### config.mk
export PLATFORM = sky130hd
export DESIGN_NAME = serial_transmitter
export DESIGN_NICKNAME = d
export VERILOG_FILES = /design/src/rtl/serial_pkg.sv /design/src/rtl/bit_timer.sv /design/src/rtl/serial_transmitter.sv
export SDC_FILE = /design/constraint.sdc
export NUM_CORES = 1
export LEC_CHECK = 0
export CAP_MARGIN = 20
export CORE_UTILIZATION = 40
export CTS_CLUSTER_DIAMETER = 120
export DETAILED_ROUTE_END_ITERATION = 6
export GPL_TIMING_DRIVEN = 0
export PLACE_DENSITY = 0.66
export SYNTH_ARGS = -nofsm -noshare
export SYNTH_HDL_FRONTEND = slang
export SYNTH_HIERARCHICAL = 1
export SYNTH_SLANG_ARGS = --single-unit
### constraint.sdc
create_clock -name Clk -period 2.2 [get_ports Clk]
set_input_delay 0.55 -clock Clk [delete_from_list [all_inputs] [get_ports Clk]]
set_output_delay 0.55 -clock Clk [all_outputs]
set_load 0.01 [all_outputs]
### src/rtl/serial_pkg.sv
// ============================================================================
// Module  : serial_pkg
// Purpose : Shared encodings and defaults for the serial link (tx and rx).
// Rev     : 1.0
// ============================================================================
`default_nettype none

package serial_pkg;

  typedef enum logic [2:0] {
    ST_IDLE   = 3'd0,
    ST_START  = 3'd1,
    ST_DATA   = 3'd2,
    ST_PARITY = 3'd3,
    ST_STOP   = 3'd4
  } state_e;

  localparam logic LINE_IDLE = 1'b1;
  localparam logic START_BIT = 1'b0;

  localparam int DEFAULT_CLKS_PER_BIT = 4;
  localparam int DEFAULT_DATA_W       = 8;

endpackage

`default_nettype wire

### src/rtl/bit_timer.sv
// ============================================================================
// Module  : bit_timer
// Purpose : Bit-period counter; Tick marks the last cycle of each period.
// Rev     : 1.0
// ============================================================================
`default_nettype none

module bit_timer
  import serial_pkg::*;
#(
  parameter int CLKS_PER_BIT = DEFAULT_CLKS_PER_BIT
) (
  input  logic Clk,
  input  logic Rst,
  input  logic Clear,
  output logic Tick
);

  localparam int               CNT_W = $clog2(CLKS_PER_BIT);
  localparam logic [CNT_W-1:0] LAST  = CNT_W'(CLKS_PER_BIT - 1);

  logic [CNT_W-1:0] cnt_q;
  logic [CNT_W-1:0] cnt_d;

  always_comb begin
    cnt_d = cnt_q + CNT_W'(1);
    if (Clear || (cnt_q == LAST)) begin
      cnt_d = '0;
    end
  end

  always_ff @(posedge Clk) begin
    if (Rst) begin
      cnt_q <= '0;
    end else begin
      cnt_q <= cnt_d;
    end
  end

  assign Tick = (cnt_q == LAST) && !Clear;

endmodule

`default_nettype wire

### src/rtl/serial_transmitter.sv
// ============================================================================
// Module  : serial_transmitter
// Purpose : LSB-first framed serial transmitter (start, data, [parity], stop).
//           Optional even parity bit enabled by SERIAL_TX_PARITY_EN.
// Rev     : 1.0
// ============================================================================
`default_nettype none

module serial_transmitter
  import serial_pkg::*;
#(
  parameter int CLKS_PER_BIT = DEFAULT_CLKS_PER_BIT,
  parameter int DATA_W       = DEFAULT_DATA_W
) (
  input  logic              Clk,
  input  logic              Rst,
  input  logic              Start,
  input  logic [DATA_W-1:0] Data,
  output logic              Tx,
  output logic              Busy,
  output logic              Done
);

  localparam int              BI_W     = $clog2(DATA_W + 1);
  localparam logic [BI_W-1:0] LAST_BIT = BI_W'(DATA_W - 1);

  state_e            state_q,   state_d;
  logic [DATA_W-1:0] shift_q,   shift_d;
  logic [BI_W-1:0]   bit_idx_q, bit_idx_d;
  logic              tx_q,      tx_d;
  logic              busy_q,    busy_d;
  logic              done_q,    done_d;
`ifdef SERIAL_TX_PARITY_EN
  logic              parity_q,  parity_d;
`endif

  logic tick;

  bit_timer #(
    .CLKS_PER_BIT (CLKS_PER_BIT)
  ) u_bit_timer (
    .Clk   (Clk),
    .Rst   (Rst),
    .Clear (state_q == ST_IDLE),
    .Tick  (tick)
  );

  // Outputs are registered, so tx_d holds the level of the state being entered.
  always_comb begin
    state_d   = state_q;
    shift_d   = shift_q;
    bit_idx_d = bit_idx_q;
    tx_d      = tx_q;
    busy_d    = busy_q;
    done_d    = 1'b0;
`ifdef SERIAL_TX_PARITY_EN
    parity_d  = parity_q;
`endif
    unique case (state_q)
      ST_IDLE: begin
        tx_d   = LINE_IDLE;
        busy_d = 1'b0;
        if (Start) begin
          state_d   = ST_START;
          shift_d   = Data;
          bit_idx_d = '0;
          tx_d      = START_BIT;
          busy_d    = 1'b1;
`ifdef SERIAL_TX_PARITY_EN
          parity_d  = ^Data;
`endif
        end
      end
      ST_START: begin
        if (tick) begin
          state_d = ST_DATA;
          tx_d    = shift_q[0];
        end
      end
      ST_DATA: begin
        if (tick) begin
          shift_d   = shift_q >> 1;
          bit_idx_d = bit_idx_q + BI_W'(1);
          tx_d      = shift_d[0];
          if (bit_idx_q == LAST_BIT) begin
`ifdef SERIAL_TX_PARITY_EN
            state_d = ST_PARITY;
            tx_d    = parity_q;
`else
            state_d = ST_STOP;
            tx_d    = LINE_IDLE;
`endif
          end
        end
      end
`ifdef SERIAL_TX_PARITY_EN
      ST_PARITY: begin
        if (tick) begin
          state_d = ST_STOP;
          tx_d    = LINE_IDLE;
        end
      end
`endif
      ST_STOP: begin
        if (tick) begin
          state_d = ST_IDLE;
          tx_d    = LINE_IDLE;
          busy_d  = 1'b0;
          done_d  = 1'b1;
        end
      end
      default: begin
        state_d = ST_IDLE;
        tx_d    = LINE_IDLE;
        busy_d  = 1'b0;
      end
    endcase
  end

  always_ff @(posedge Clk) begin
    if (Rst) begin
      state_q   <= ST_IDLE;
      shift_q   <= '0;
      bit_idx_q <= '0;
      tx_q      <= LINE_IDLE;
      busy_q    <= 1'b0;
      done_q    <= 1'b0;
`ifdef SERIAL_TX_PARITY_EN
      parity_q  <= 1'b0;
`endif
    end else begin
      state_q   <= state_d;
      shift_q   <= shift_d;
      bit_idx_q <= bit_idx_d;
      tx_q      <= tx_d;
      busy_q    <= busy_d;
      done_q    <= done_d;
`ifdef SERIAL_TX_PARITY_EN
      parity_q  <= parity_d;
`endif
    end
  end

  assign Tx   = tx_q;
  assign Busy = busy_q;
  assign Done = done_q;

endmodule

`default_nettype wire
# [Word level (Yosys, flattened, before mapping)]
# Cells that the tools add are included.
# Widths: inputs -> output; s select.
[totals] register_bits=20 input_bits=11 out_inout_bits=3 elab_cells=55
[op_classes] n_mux=22 reduce_logical=12 addsub=2 bitwise_logic=2 eq_ne=10
[ops] op="$mux 8" n=2
[ops] op="$pmux 8 s2" n=1
[ops] op="$mux 3" n=5
[ops] op="$pmux 3 s4" n=1
[ops] op="$ne 2x2->1 const B" n=5
[ops] op="$mux 1" n=8
[ops] op="$mux 4" n=2
[ops] op="$pmux 4 s2" n=1
[ops] op="$reduce_and 3->1" n=2
[ops] op="$reduce_or 2->1" n=3
[ops] op="$reduce_and 5->1" n=1
[ops] op="$add 4x1->4 const B" n=1
[ops] op="$eq 4x3->1 const B" n=1
[ops] op="$pmux 1 s4" n=1
[ops] op="$eq 3x1->1 const B" n=1
[ops] op="$eq 3x2->1 const B" n=1
[ops] op="$eq 3x3->1 const B" n=1
[ops] op="$logic_not 3->1" n=1
[ops] op="$pmux 1 s3" n=1
[ops] op="$add 2x1->2 const B" n=1
[ops] op="$eq 2x2->1 const B" n=1
[ops] op="$not 1->1" n=2
[ops] op="$reduce_and 2->1" n=1
[ops] op="$reduce_bool 2->1" n=1
[ops] op="3 further kinds" n=3

# [Longest topological paths before layout]
# Gate-level depths: netlist (run 1).
[logic_depth] depth_word=5 depth_mapped=8 mapped_depth_nobuf=5

# [By module]
# Netlist (run 1), hierarchy kept.
[modules_own_cells] mod="serial_transmitter" seq_area_each_um2=360.3 instances=1 area_each_um2=904.6 cells_each=109
[modules_own_cells] mod="bit_timer" seq_area_each_um2=40.0 instances=1 area_each_um2=86.3 cells_each=6

# [Least setup slack after synthesis (run 1)]
# OpenSTA, ideal clock, no wires.
[synth_timing] path_type="flip-flop to flip-flop" from="register state_q[0]" to="register bit_idx_q[3]" required_ns=2.130 path_stages_with_launch=9 n_path_buf=3 arrival_time_ns=1.974 synth_period_minus_slack_ns=2.043 setup_slack_ns=0.157 setup_ns=0.070 cell_sequence="dfxtp_1 -> buf_2 -> clkbuf_1 -> nor3_1 -> nor2b_1 -> clkbuf_1 -> mux2i_1 -> or4_1 -> a21oi_1"
[synth_via] elab_chain_len=5 elab_cells_between_ends=9 classes_between="3 x eq/ne; 1 x mux; 5 x reduce/logical"
[synth_lines] element="start, declared" line="serial_transmitter.sv:27" source="state_e state_q, state_d;"
[synth_lines] element="start signal, assigned" line="serial_transmitter.sv:132" source="state_q <= state_d;"
[synth_lines] element="$logic_not 3->1" line="serial_transmitter.sv:44" source=".Clear (state_q == ST_IDLE),"
[synth_lines] element="$logic_not 1->1" line="bit_timer.sv:40" source="assign Tick = (cnt_q == LAST) && !Clear;"
[synth_lines] element="$logic_and 1x1->1" line="bit_timer.sv:40"
[synth_lines] element="via tick" line="serial_transmitter.sv:37" source="logic tick;"
[synth_lines] element="$ne 2x2->1 (no line)"
[synth_lines] element="$reduce_and 3->1 (no line)"
[synth_lines] element="end signal, assigned" line="serial_transmitter.sv:134" source="bit_idx_q <= bit_idx_d;"
[synth_lines] element="end, declared" line="serial_transmitter.sv:29" source="logic [BI_W-1:0] bit_idx_q, bit_idx_d;"
# The timed path passes the listed nets, and every way through them passes these cells.
# A chain may end at the register's enable or synchronous reset.

# [Worst setup path after layout (run 1)]
[layout_timing] from="register state_q[1]" to="register bit_idx_q[0]"
# The elaborated chain is that of the path after synthesis.

==> flow_metrics.env, run 1 <==
export IMPL_synthAdderAreaFrac_pct=2.53
export IMPL_layout_min_cycle_time_ps=2010
export IMPL_detailed_place_hpwl_mm=1.45
export IMPL_design_portCount=14
export IMPL_worst_path_max_delay_cell="dfxtp_1"
export IMPL_cts_htree_levels=1
export IMPL_critical_path_buf_inv_count=2
export IMPL_postSynth_asyncResetShare_pct=0
export IMPL_globalRoute_totalOverflow=0
export IMPL_synth_top_family_by_area="simple AND/OR/NAND/NOR gates"
export IMPL_ys_seq_area_share_pct=40.4
export IMPL_fill_cells=217
export IMPL_finalSetupViolations=0
export IMPL_outcome="finished, final reports clean"
export IMPL_synth_simple_gate_area_share_pct=27.0
export IMPL_r2r_start="state_q[1]"
export IMPL_start_util_pct=43.5
export IMPL_postSynthAreaPerCell_um2=8.62
export IMPL_via_to_cell_ratio=5.68
export IMPL_drc=0
export IMPL_timing_critical_path_slowest_cell_delay_ps=490
export IMPL_routed_wirelength_mm=2.06
export IMPL_cts_inserted_buffers=3
export IMPL_avgRoutedWirePerCell_um=13.0
export IMPL_overall_global_routing_resource_usage_pct=18.1
export IMPL_post_synth_xor_area_fraction_pct=0
export IMPL_drt_first_iter_violations=22
export IMPL_required_ps=2440
export IMPL_p_leak_uw=0.000428
export IMPL_floorplan_die_area_mm2=0.00268
export IMPL_yosys_mux_area_fraction_pct=3.16
export IMPL_clock_insertion_delay_worst_skew_ps=300
export IMPL_synth_top_flop_cell="dfxtp_1"
export IMPL_core_mm2=0.00228
export IMPL_ys_seq_elements=20
export IMPL_vdd_drop_max_uv=347
export IMPL_synth_enable_flop_cells=0
export IMPL_maxCapViolCount=0
export IMPL_unrepaired_setup_endpoints_after_global_routing="no"
export IMPL_tightest_slew_ps=583
export IMPL_min_delay_path_depth=1
export IMPL_critical_path_reg2reg_endpoint="bit_idx_q[0]"
export IMPL_max_slew_margin_pct=60.6
export IMPL_number_of_iterations_in_the_first_detailed_routing_pass=4
export IMPL_critPathCaptureType="register"
export IMPL_worst_path_arrival_time_ps=2250
export IMPL_crit_path_cell_trace="buf_2 > nor3_2 > nor2b_1 > clkbuf_2 > mux2i_4 > or4_1 > a21oi_1"
export IMPL_final_cycle_share_pct=91.3
export IMPL_number_of_antenna_violations_at_the_first_check_in_global_routing=0
export IMPL_rr_worst_depth=7
export IMPL_worst_setup_hold_path_clk_slew_ps=120
export IMPL_netlist_cell_type_count=35
export IMPL_num_rows=17
export IMPL_tritoncts="yes"
export IMPL_chipHeight_um=51.8
export IMPL_numClockSinks=20
export IMPL_syn_cell_area_um2=991
export IMPL_worstSetupPathType="reg2reg"
export IMPL_max_clk_rate_mhz=498
export IMPL_final_layout_size_suffix_gt1_share_pct=13.0
export IMPL_timing_critical_path_fanout_max=10
export IMPL_synth_warning_count=6
export IMPL_clock_root_buffer="clkbuf_4"
export IMPL_fin_worst_skew_ps=5.51
export IMPL_kind_of_cell_adding_the_most_delay_to_the_critical_path="simple AND/OR/NAND/NOR gates"
export IMPL_min_path_type="reg2reg"
export IMPL_routabilityCongestion=0.820
export IMPL_power_per_cell_area_mw_per_mm2=576
export IMPL_cp_start_kind="register"
export IMPL_placedInstanceArea_mm2=0.00116
export IMPL_drt_antenna_violating_nets=0
export IMPL_setup_reg_to_reg_worst_slack_ps=190
export IMPL_clockBufferDepth=2
export IMPL_place_port_buffers=13
export IMPL_layout_area_overhead_vs_synth_pct=22.2
export IMPL_post_route_setup_tns_ps=0
export IMPL_post_route_cell_area_mm2=0.00121
export IMPL_multi_input_area_um2=569
export IMPL_insertedDiodeCount=0
export IMPL_synth_compound_area_share_pct=22.7
export IMPL_mapped_cells=115
export IMPL_grt_max_degree=12
export IMPL_mappedNetlistNets=128
export IMPL_ff_latch_area_um2=400
export IMPL_grt_pass1_vias=821
export IMPL_nets=145
export IMPL_grt_pass1_wl_mm=3.60
export IMPL_timing_max_transition_violations_final=0
export IMPL_hold_viol=0
export IMPL_die_width_um=51.8
export IMPL_worst_hold_path_endpoint="u_bit_timer/cnt_q[0]"
export IMPL_overall_via_count_from_detail_route=903
export IMPL_holdCritStartpoint="u_bit_timer/cnt_q[0]"
==> metrics by stage <==
step                      hold WS, ps  power, uW  cells  setup WS (ps)  utilization [%]
after floorplan                   408        446    115            157                -
after global placement            415        484    156           -304             50.8
after detailed placement          427        485    156           -313             50.8
after CTS                         442        708    160           49.2             53.0
after global routing              463        731    159           3.09             53.2
final                             437        698    159            191             53.2
==> layout make-up <==
cell class              count  share of cell area [%]
well taps                  28                    2.89
plain buffers               7                    2.69
clock buffers               4                    3.00
repair buffers             13                    10.7
inverters                   2                   0.620
flip-flops and latches     20                    33.1
multi-input cells          85                    47.0
==> kinds of logic (layout without fill, tap and decap cells) <==
family,count (synthesis),in the layout
AO/OA/AOI/OAI,35,35
flip-flops,20,20
adder cells (fa/ha/maj),2,2
buffers and inverters,10,26
AND/OR/NAND/NOR,45,45
multiplexers,3,3
==> sequential cells by signal, indices dropped and copies added, names as in the netlist <==
signal             count
u_bit_timer/cnt_q      2
Tx                     1
bit_idx_q              4
shift_q                8
Done                   1
state_q                3
Busy                   1
==> worst max path at each step <==
stage	start	end	slack (ps)	depth (start not counted)
2_1_floorplan	state_q[0]	bit_idx_q[3]	160	8
3_3_place_gp	state_q[0]	shift_q[3]	-300	8
3_5_place_dp	state_q[0]	shift_q[2]	-310	8
4_1_cts	state_q[0]	bit_idx_q[0]	50	8
5_1_grt	state_q[1]	bit_idx_q[3]	3	7
6_report	state_q[1]	bit_idx_q[0]	190	7
==> routing by layer <==
metal | GRT usage [%] | vias to the layer above | wire [um]
li1 | - | 462 | -
met1 | 22.7 | 414 | 1010
met2 | 29.4 | 25 | 941
met3 | 3.51 | 2 | 93
met4 | 9.01 | 0 | 17
met5 | 0 | - | 0
==> cells in the mapped netlist, drive strengths merged, types with 2 or more instances <==
master	instances	area share, %
nor4b	2	2.4
o21ai	5	2.5
or3	2	1.3
nand2	14	5.3
and3	2	1.3
nand3b	2	1.5
nor2b	3	1.9
nor2	5	1.9
buf	3	1.5
dfxtp	20	40
a21oi	14	7.1
a211oi	4	3.0
mux2i	2	2.0
inv	2	0.76
ha	2	2.5
nand3	2	1.0
or2	2	1.3
clkbuf	5	1.9
a311oi	6	5.3
or4	3	2.3
nor3b	3	2.8
o31ai	2	1.5
==> placed cells by master, fill, tap and decap left out, types with 2 or more instances in the layout <==
master	count
nand3b_1	2
a311oi_1	6
clkbuf_2	2
a211oi_1	4
o31ai_1	2
or3_1	2
dfxtp_1	20
o21ai_0	5
nand2_1	14
clkbuf_4	3
clkdlybuf4s50_1	13
buf_2	3
nor3b_1	2
ha_1	2
nand3_1	2
or4_1	3
nor2_1	4
and3_1	2
a21oi_1	14
inv_1	2
clkbuf_1	2
nor2b_1	3
==> what timing repair did <==
| action | 4_1_cts | 5_1_grt |
|---|---|---|
| hold buffers | 0 | 0 |
| setup endpoints to repair | 12 | 10 |
| gates cloned | 0 | 0 |
| buffers inserted | 0 | 0 |
| gates resized for setup | 5 | 1 |
| pin swaps | 0 | 0 |
==> power by group <==
part	total, uW	switching [uW]	leakage, uW	internal, uW
clock	219	118	0.0000210	101
combinational	91.8	46.2	0.000244	45.6
sequential	387	8.03	0.000164	379
Power figures use the tool's default switching activity.
==> run 2: changes to the inputs <==
--- a/config.mk
+++ b/config.mk
@@ -10,7 +10,6 @@
 export CTS_CLUSTER_DIAMETER = 120
 export DETAILED_ROUTE_END_ITERATION = 6
 export GPL_TIMING_DRIVEN = 0
-export PLACE_DENSITY = 0.66
 export SYNTH_ARGS = -nofsm -noshare
 export SYNTH_HDL_FRONTEND = slang
 export SYNTH_HIERARCHICAL = 1
==> run 2 against run 1 <==
  * Via count is 1.2% higher
  * Cell count is the same
  * Register-to-register slack improved by 40 ps
  * Critical endpoint is now bit_idx_q[3]
  * Sequential share of layout area decreased by 0.37 points
  * Sequential power hardly changed
  * Clock-buffer cell count is 1 lower
  * Worst hold slack worse by 0.89 ps
  * Global-route usage increased by 0.25 points
==> flow_metrics.env, run 2 (same netlist as run 1, synthesis figures left out) <==
export IMPL_hold_viol=0
export IMPL_nets=145
export IMPL_postLayoutSetupSlackWorst_ps=228
export IMPL_mostFrequentLayoutCells="19 x dfxtp_1, 14 x a21oi_1, 14 x nand2_1, 13 x clkdlybuf4s50_1, 6 x a311oi_1"
export IMPL_biggestRegsByFlops="shift_q (8), bit_idx_q (4), state_q (3)"
export IMPL_overall_global_routing_resource_usage_pct=18.4
export IMPL_finalHoldWorstSlack_ps=437
export IMPL_start_util_pct=43.5
export IMPL_drc=0
export IMPL_maxCapViolCount=0
export IMPL_timing_critical_path_fanout_max=10
export IMPL_cts_repair_timing_setup_buffer_count=0
export IMPL_tightest_slew_ps=551
export IMPL_clockBufferDepth=2
export IMPL_post_route_setup_tns_ps=0
export IMPL_avgRoutedWirePerCell_um=12.8
export IMPL_max_clk_rate_mhz=507
export IMPL_most_frequent_standard_cell_in_the_layout_excluding_fill_and_tap_cells="dfxtp_1"
export IMPL_vdd_drop_max_uv=513
export IMPL_insertedDiodeCount=0
export IMPL_grt_pass1_wl_mm=3.64
export IMPL_core_mm2=0.00228
export IMPL_min_delay_path_depth=1
export IMPL_worstSetupPathType="reg2reg"
export IMPL_floorplan_die_area_mm2=0.00268
export IMPL_timing_max_transition_violations_final=0
export IMPL_detailed_place_hpwl_mm=1.46
export IMPL_critical_path_most_common_cell="clkbuf_2"
export IMPL_via_to_cell_ratio=5.75
export IMPL_setup_reg_to_reg_worst_slack_ps=230
export IMPL_finalSetupViolations=0
export IMPL_globalRoute_totalOverflow=0
export IMPL_die_width_um=51.8
export IMPL_grt_pass1_vias=816
export IMPL_pre_cts_slack_ps=-318
export IMPL_layout_area_overhead_vs_synth_pct=24.0
export IMPL_power_per_cell_area_mw_per_mm2=634
export IMPL_drt_antenna_violating_nets=0
export IMPL_grt_max_degree=13
export IMPL_numClockSinks=20
export IMPL_final_layout_size_suffix_gt1_share_pct=13.7
export IMPL_crit_path_cell_trace="clkbuf_2 > nor3_2 > nor2b_1 > clkbuf_2 > mux2i_4 > or4_1 > a21oi_1"
export IMPL_unrepaired_setup_endpoints_after_global_routing="no"
export IMPL_final_cycle_share_pct=89.6
export IMPL_routed_wirelength_mm=2.04
export IMPL_layout_min_cycle_time_ps=1970
export IMPL_cts_inserted_buffers=3
export IMPL_place_port_buffers=13
export IMPL_routabilityCongestion=0.805
export IMPL_worst_setup_hold_path_clk_slew_ps=120
export IMPL_largest_register="shift_q"
export IMPL_max_slew_margin_pct=62.7
export IMPL_clock_insertion_delay_worst_skew_ps=310
export IMPL_kind_of_cell_adding_the_most_delay_to_the_critical_path="simple AND/OR/NAND/NOR gates"
export IMPL_tritoncts="yes"
export IMPL_worst_path_arrival_time_ps=2220
export IMPL_drt_first_iter_violations=25
export IMPL_worst_path_max_delay_cell="or4_1"
export IMPL_chipHeight_um=51.8
export IMPL_cts_htree_levels=1
export IMPL_fin_total_pwr_uw=779
export IMPL_overall_via_count_from_detail_route=914
export IMPL_num_rows=17
export IMPL_fin_worst_skew_ps=2.97
export IMPL_p_leak_uw=0.000436
export IMPL_largest_reg_flops=8
export IMPL_number_of_iterations_in_the_first_detailed_routing_pass=4
export IMPL_outcome="finished, final reports clean"
export IMPL_timing_critical_path_slowest_cell_delay_ps=480
export IMPL_critical_path_buf_inv_count=2
export IMPL_number_of_antenna_violations_at_the_first_check_in_global_routing=0
export IMPL_design_portCount=14
export IMPL_cp_num_cells=7
export IMPL_cts_hold_buf=0
export IMPL_required_ps=2450
export IMPL_rr_worst_depth=7
export IMPL_critPathCaptureType="register"
export IMPL_cp_start_kind="register"
export IMPL_clock_root_buffer="clkbuf_4"
export IMPL_min_path_type="reg2reg"
==> run 2: changes by cell type in the layout (fill, tap and decap cells not counted), sizes merged <==
cell / previous run / this run
bufinv: 0 / 1
clkbuf: 8 / 7
==> run 2: area by class of cell <==
cell class / instances / area, um^2
buffer: 7 / 32.5
tap: 28 / 35.0
clock inverter: 1 / 30.0
multi-input combinational: 85 / 569
fill: 225 / 1050
sequential: 20 / 402
clock buffer: 3 / 22.5
timing repair buffer: 13 / 130
inverter: 2 / 7.51
==> run 2: worst reg2reg max path, stage by stage, from the launching register on <==
cell	delay, ps
dfxtp_1	430
clkbuf_2	270
nor3_2	100
nor2b_1	110
clkbuf_2	230
mux2i_4	140
or4_1	480
a21oi_1	140
==> run 2: routing by layer <==
layer  vias to the layer above  global-route usage, %  share of wire [%]
li1                        466                      -                  -
met1                       420                   23.4                 50
met2                        23                   29.9                 45
met3                         5                   5.26                4.5
met4                         0                   5.41                1.1
met5                         -                      0                  0
==> run 2: where the power goes <==
group	leakage, uW	total (uW)	switching [uW]	internal (uW)
Sequential	0.000164	387	7.75	379
Combinational	0.000244	90.6	45.0	45.6
Clock	0.0000279	302	118	184
Total	0.000436	779	170	609
==> run 2: per-stage QoR <==
| step | area (um^2) | utilization, % | std cells |
|---|---|---|---|
| 3_5_place_dp | 1160 | 50.8 | 156 |
| 2_1_floorplan | 991 | - | 115 |
| 6_report | 1230 | 54.0 | 159 |
| 4_1_cts | 1220 | 53.7 | 160 |
| 3_3_place_gp | 1160 | 50.8 | 156 |
| 5_1_grt | 1230 | 54.0 | 159 |
==> run 2: final timing paths <==
kind	startpoint	endpoint
worst max-delay path	state_q[2]	bit_idx_q[3]
worst min-delay path	u_bit_timer/cnt_q[0]	u_bit_timer/cnt_q[0]
worst max register to register	state_q[2]	bit_idx_q[3]
worst min register to register	u_bit_timer/cnt_q[0]	u_bit_timer/cnt_q[0]
==> run 2: repair_timing <==
item | 4_1_cts | 5_1_grt
pin swaps | 0 | 0
resized for setup | 4 | 4
setup endpoints to repair | 12 | 10
==> run 3: changes to the inputs <==
--- a/config.mk
+++ b/config.mk
@@ -6,10 +6,11 @@
 export NUM_CORES = 1
 export LEC_CHECK = 0
 export CAP_MARGIN = 20
-export CORE_UTILIZATION = 40
+export CORE_UTILIZATION = 53
 export CTS_CLUSTER_DIAMETER = 120
 export DETAILED_ROUTE_END_ITERATION = 6
 export GPL_TIMING_DRIVEN = 0
+export PLACE_DENSITY = 0.78
 export SYNTH_ARGS = -nofsm -noshare
 export SYNTH_HDL_FRONTEND = slang
 export SYNTH_HIERARCHICAL = 1
==> constraint.sdc (replaced) <==
create_clock -name Clk -period 2.3 [get_ports Clk]
set_input_delay 0.575 -clock Clk [delete_from_list [all_inputs] [get_ports Clk]]
set_output_delay 0.575 -clock Clk [all_outputs]
set_load 0.01 [all_outputs]
==> run 3 against run 2 <==
  * Clock power down 33%
  * Final area decreased by 2.4%
  * Register-to-register slack got worse by 20 ps
  * Critical path depth is the same
==> flow_metrics.env, run 3 (same netlist as run 1, synthesis figures left out) <==
export IMPL_maxCapViolCount=0
export IMPL_tritoncts="yes"
export IMPL_net_switching_power_uw=158
export IMPL_number_of_iterations_in_the_first_detailed_routing_pass=4
export IMPL_final_layout_size_suffix_gt1_share_pct=13.0
export IMPL_tightest_slew_ps=532
export IMPL_pwr_share_clk_pct=30.7
export IMPL_numClockSinks=20
export IMPL_grt_pass1_vias=784
export IMPL_p_leak_uw=0.000429
export IMPL_fin_util_pct=68.7
export IMPL_max_slew_margin_pct=64.4
export IMPL_clock_root_buffer="clkbuf_4"
export IMPL_die_width_um=45.2
export IMPL_power_internal_uw=502
export IMPL_critPathCaptureType="register"
export IMPL_grt_max_degree=18
export IMPL_hold_viol=0
export IMPL_detailed_place_hpwl_mm=1.50
export IMPL_overall_via_count_from_detail_route=924
export IMPL_kind_of_cell_adding_the_most_delay_to_the_critical_path="simple AND/OR/NAND/NOR gates"
export IMPL_timing_critical_path_slowest_cell_delay_ps=410
export IMPL_cts_htree_levels=1
export IMPL_sequentialPowerShare_pct=56.1
export IMPL_insertedDiodeCount=0
export IMPL_timing_max_transition_violations_final=0
export IMPL_final_cycle_share_pct=90.7
export IMPL_mostFrequentLayoutCells="20 x dfxtp_1, 14 x a21oi_1, 14 x nand2_1, 13 x clkdlybuf4s50_1, 6 x a311oi_1"
export IMPL_power_per_cell_area_mw_per_mm2=551
export IMPL_avgRoutedWirePerCell_um=13.4
export IMPL_fin_worst_skew_ps=1.28
export IMPL_holdCritStartpoint="u_bit_timer/cnt_q[0]"
export IMPL_number_of_antenna_violations_at_the_first_check_in_global_routing=0
export IMPL_num_rows=15
export IMPL_via_to_cell_ratio=5.92
export IMPL_unrepaired_setup_endpoints_after_global_routing="no"
export IMPL_grt_pass1_wl_mm=3.35
export IMPL_critical_path_buf_inv_count=2
export IMPL_timing_critical_path_fanout_max=10
export IMPL_fill_cells=142
export IMPL_cts_inserted_buffers=3
export IMPL_drt_antenna_violating_nets=0
export IMPL_cp_start_kind="register"
export IMPL_chipHeight_um=45.2
export IMPL_place_port_buffers=13
export IMPL_vdd_drop_max_uv=385
export IMPL_worst_setup_hold_path_clk_slew_ps=110
export IMPL_drt_first_iter_violations=20
export IMPL_globalRoute_totalOverflow=0
export IMPL_post_route_setup_tns_ps=0
export IMPL_finalSetupViolations=0
export IMPL_floorplan_die_area_mm2=0.00205
export IMPL_design_portCount=14
export IMPL_biggestRegsByFlops="shift_q (8), bit_idx_q (4), state_q (3)"
export IMPL_cts_repair_timing_setup_buffer_count=0
export IMPL_clock_insertion_delay_worst_skew_ps=290
export IMPL_worstSetupPathType="reg2reg"
export IMPL_fin_total_pwr_uw=660
export IMPL_outcome="finished, final reports clean"
export IMPL_max_clk_rate_mhz=479
export IMPL_switching_share_of_total_power_pct=24.0
export IMPL_timing_critical_path_from="state_q[2]"
export IMPL_crit_path_cell_trace="clkbuf_2 > nor3_2 > nor2b_1 > clkbuf_2 > mux2i_2 > nor2_2 > a311oi_1"
export IMPL_largest_register="shift_q"
export IMPL_cts_hold_buf=0
export IMPL_routabilityCongestion=0.888
export IMPL_worst_path_arrival_time_ps=2290
export IMPL_combPwrFrac_pct=13.2
export IMPL_start_util_pct=56.8
export IMPL_min_path_type="reg2reg"
export IMPL_overall_global_routing_resource_usage_pct=22.6
export IMPL_layout_area_overhead_vs_synth_pct=21.0
export IMPL_layout_min_cycle_time_ps=2090
export IMPL_critical_path_most_common_cell="clkbuf_2"
export IMPL_drc=0
export IMPL_largest_reg_flops=8
export IMPL_nets=145
export IMPL_required_ps=2510
export IMPL_r2r_start="state_q[2]"
export IMPL_most_frequent_standard_cell_in_the_layout_excluding_fill_and_tap_cells="dfxtp_1"
export IMPL_routed_wirelength_mm=2.10
export IMPL_core_mm2=0.00175
export IMPL_worst_path_max_delay_cell="mux2i_2"
export IMPL_clockBufferDepth=2
[run 3: cell count changes in the layout (fill, tap and decap cells not counted)]
cell       before  now
bufinv_16       1    0
clkbuf_8        0    1
dfxtp_1        19   20
dfxtp_2         1    0
mux2i_2         0    1
mux2i_4         1    0
[run 3: path summary, 6_finish.rpt]
| check | endpoint | slack [ps] | cells past startpoint |
|---|---|---|---|
| setup / recovery | shift_q[4] | 210 | 7 |
| hold / removal | u_bit_timer/cnt_q[0] | 450 | 1 |
| setup reg to reg | shift_q[4] | 210 | 7 |
| hold reg to reg | u_bit_timer/cnt_q[0] | 450 | 1 |
[run 3: worst reg2reg max path, delay by kind of cell, from the launching register on]
kind / cells / cell delay [ps]
and+or+nand+nor: 3 / 530
AOI/OAI and AO/OA: 1 / 260
muxes: 1 / 420
DFF: 1 / 380
buffers and inverters: 2 / 400
[run 3: final cells by class]
class,count,area (um^2),share of cell area [%]
clock buffer,4,36.3,3.03
sequential,20,400,33.4
inverter,2,7.51,0.626
timing repair buffer,13,130,10.9
tap,25,31.3,2.61
multi-input combinational,85,561,46.8
buffer,7,32.5,2.71
[run 3: repair_timing]
action / in CTS / in global routing
pin swaps: 0 / 0
gates resized for setup: 4 / 2
setup endpoints to repair: 10 / 3
[run 3: power by group through the flow]
stage / combinational [uW] / sequential [uW] / clock [uW]
2_1_floorplan: 48.9 / 378 / 0
3_3_place_gp: 83.6 / 378 / 0
3_5_place_dp: 85.9 / 378 / 0
4_1_cts: 86.5 / 371 / 209
5_1_grt: 94.5 / 373 / 227
6_report: 87.1 / 371 / 203
[run 3: layer usage]
metal,global-route usage (%),wire (um)
met2,36.5,1030
met1,29.7,985
met4,11.5,25
met5,0,0
met3,2.40,57
[run 3: per-stage QoR]
| step | std cells | hold slack (ps) | instance area [um^2] | worst slack [ps] |
|---|---|---|---|---|
| after detailed placement | 153 | 440 | 1150 | -211 |
| after floorplan | 115 | 408 | 991 | 257 |
| after CTS | 156 | 457 | 1200 | 104 |
| after global placement | 153 | 418 | 1150 | -118 |
| final | 156 | 447 | 1200 | 213 |
| after global routing | 156 | 466 | 1200 | 54.3 |
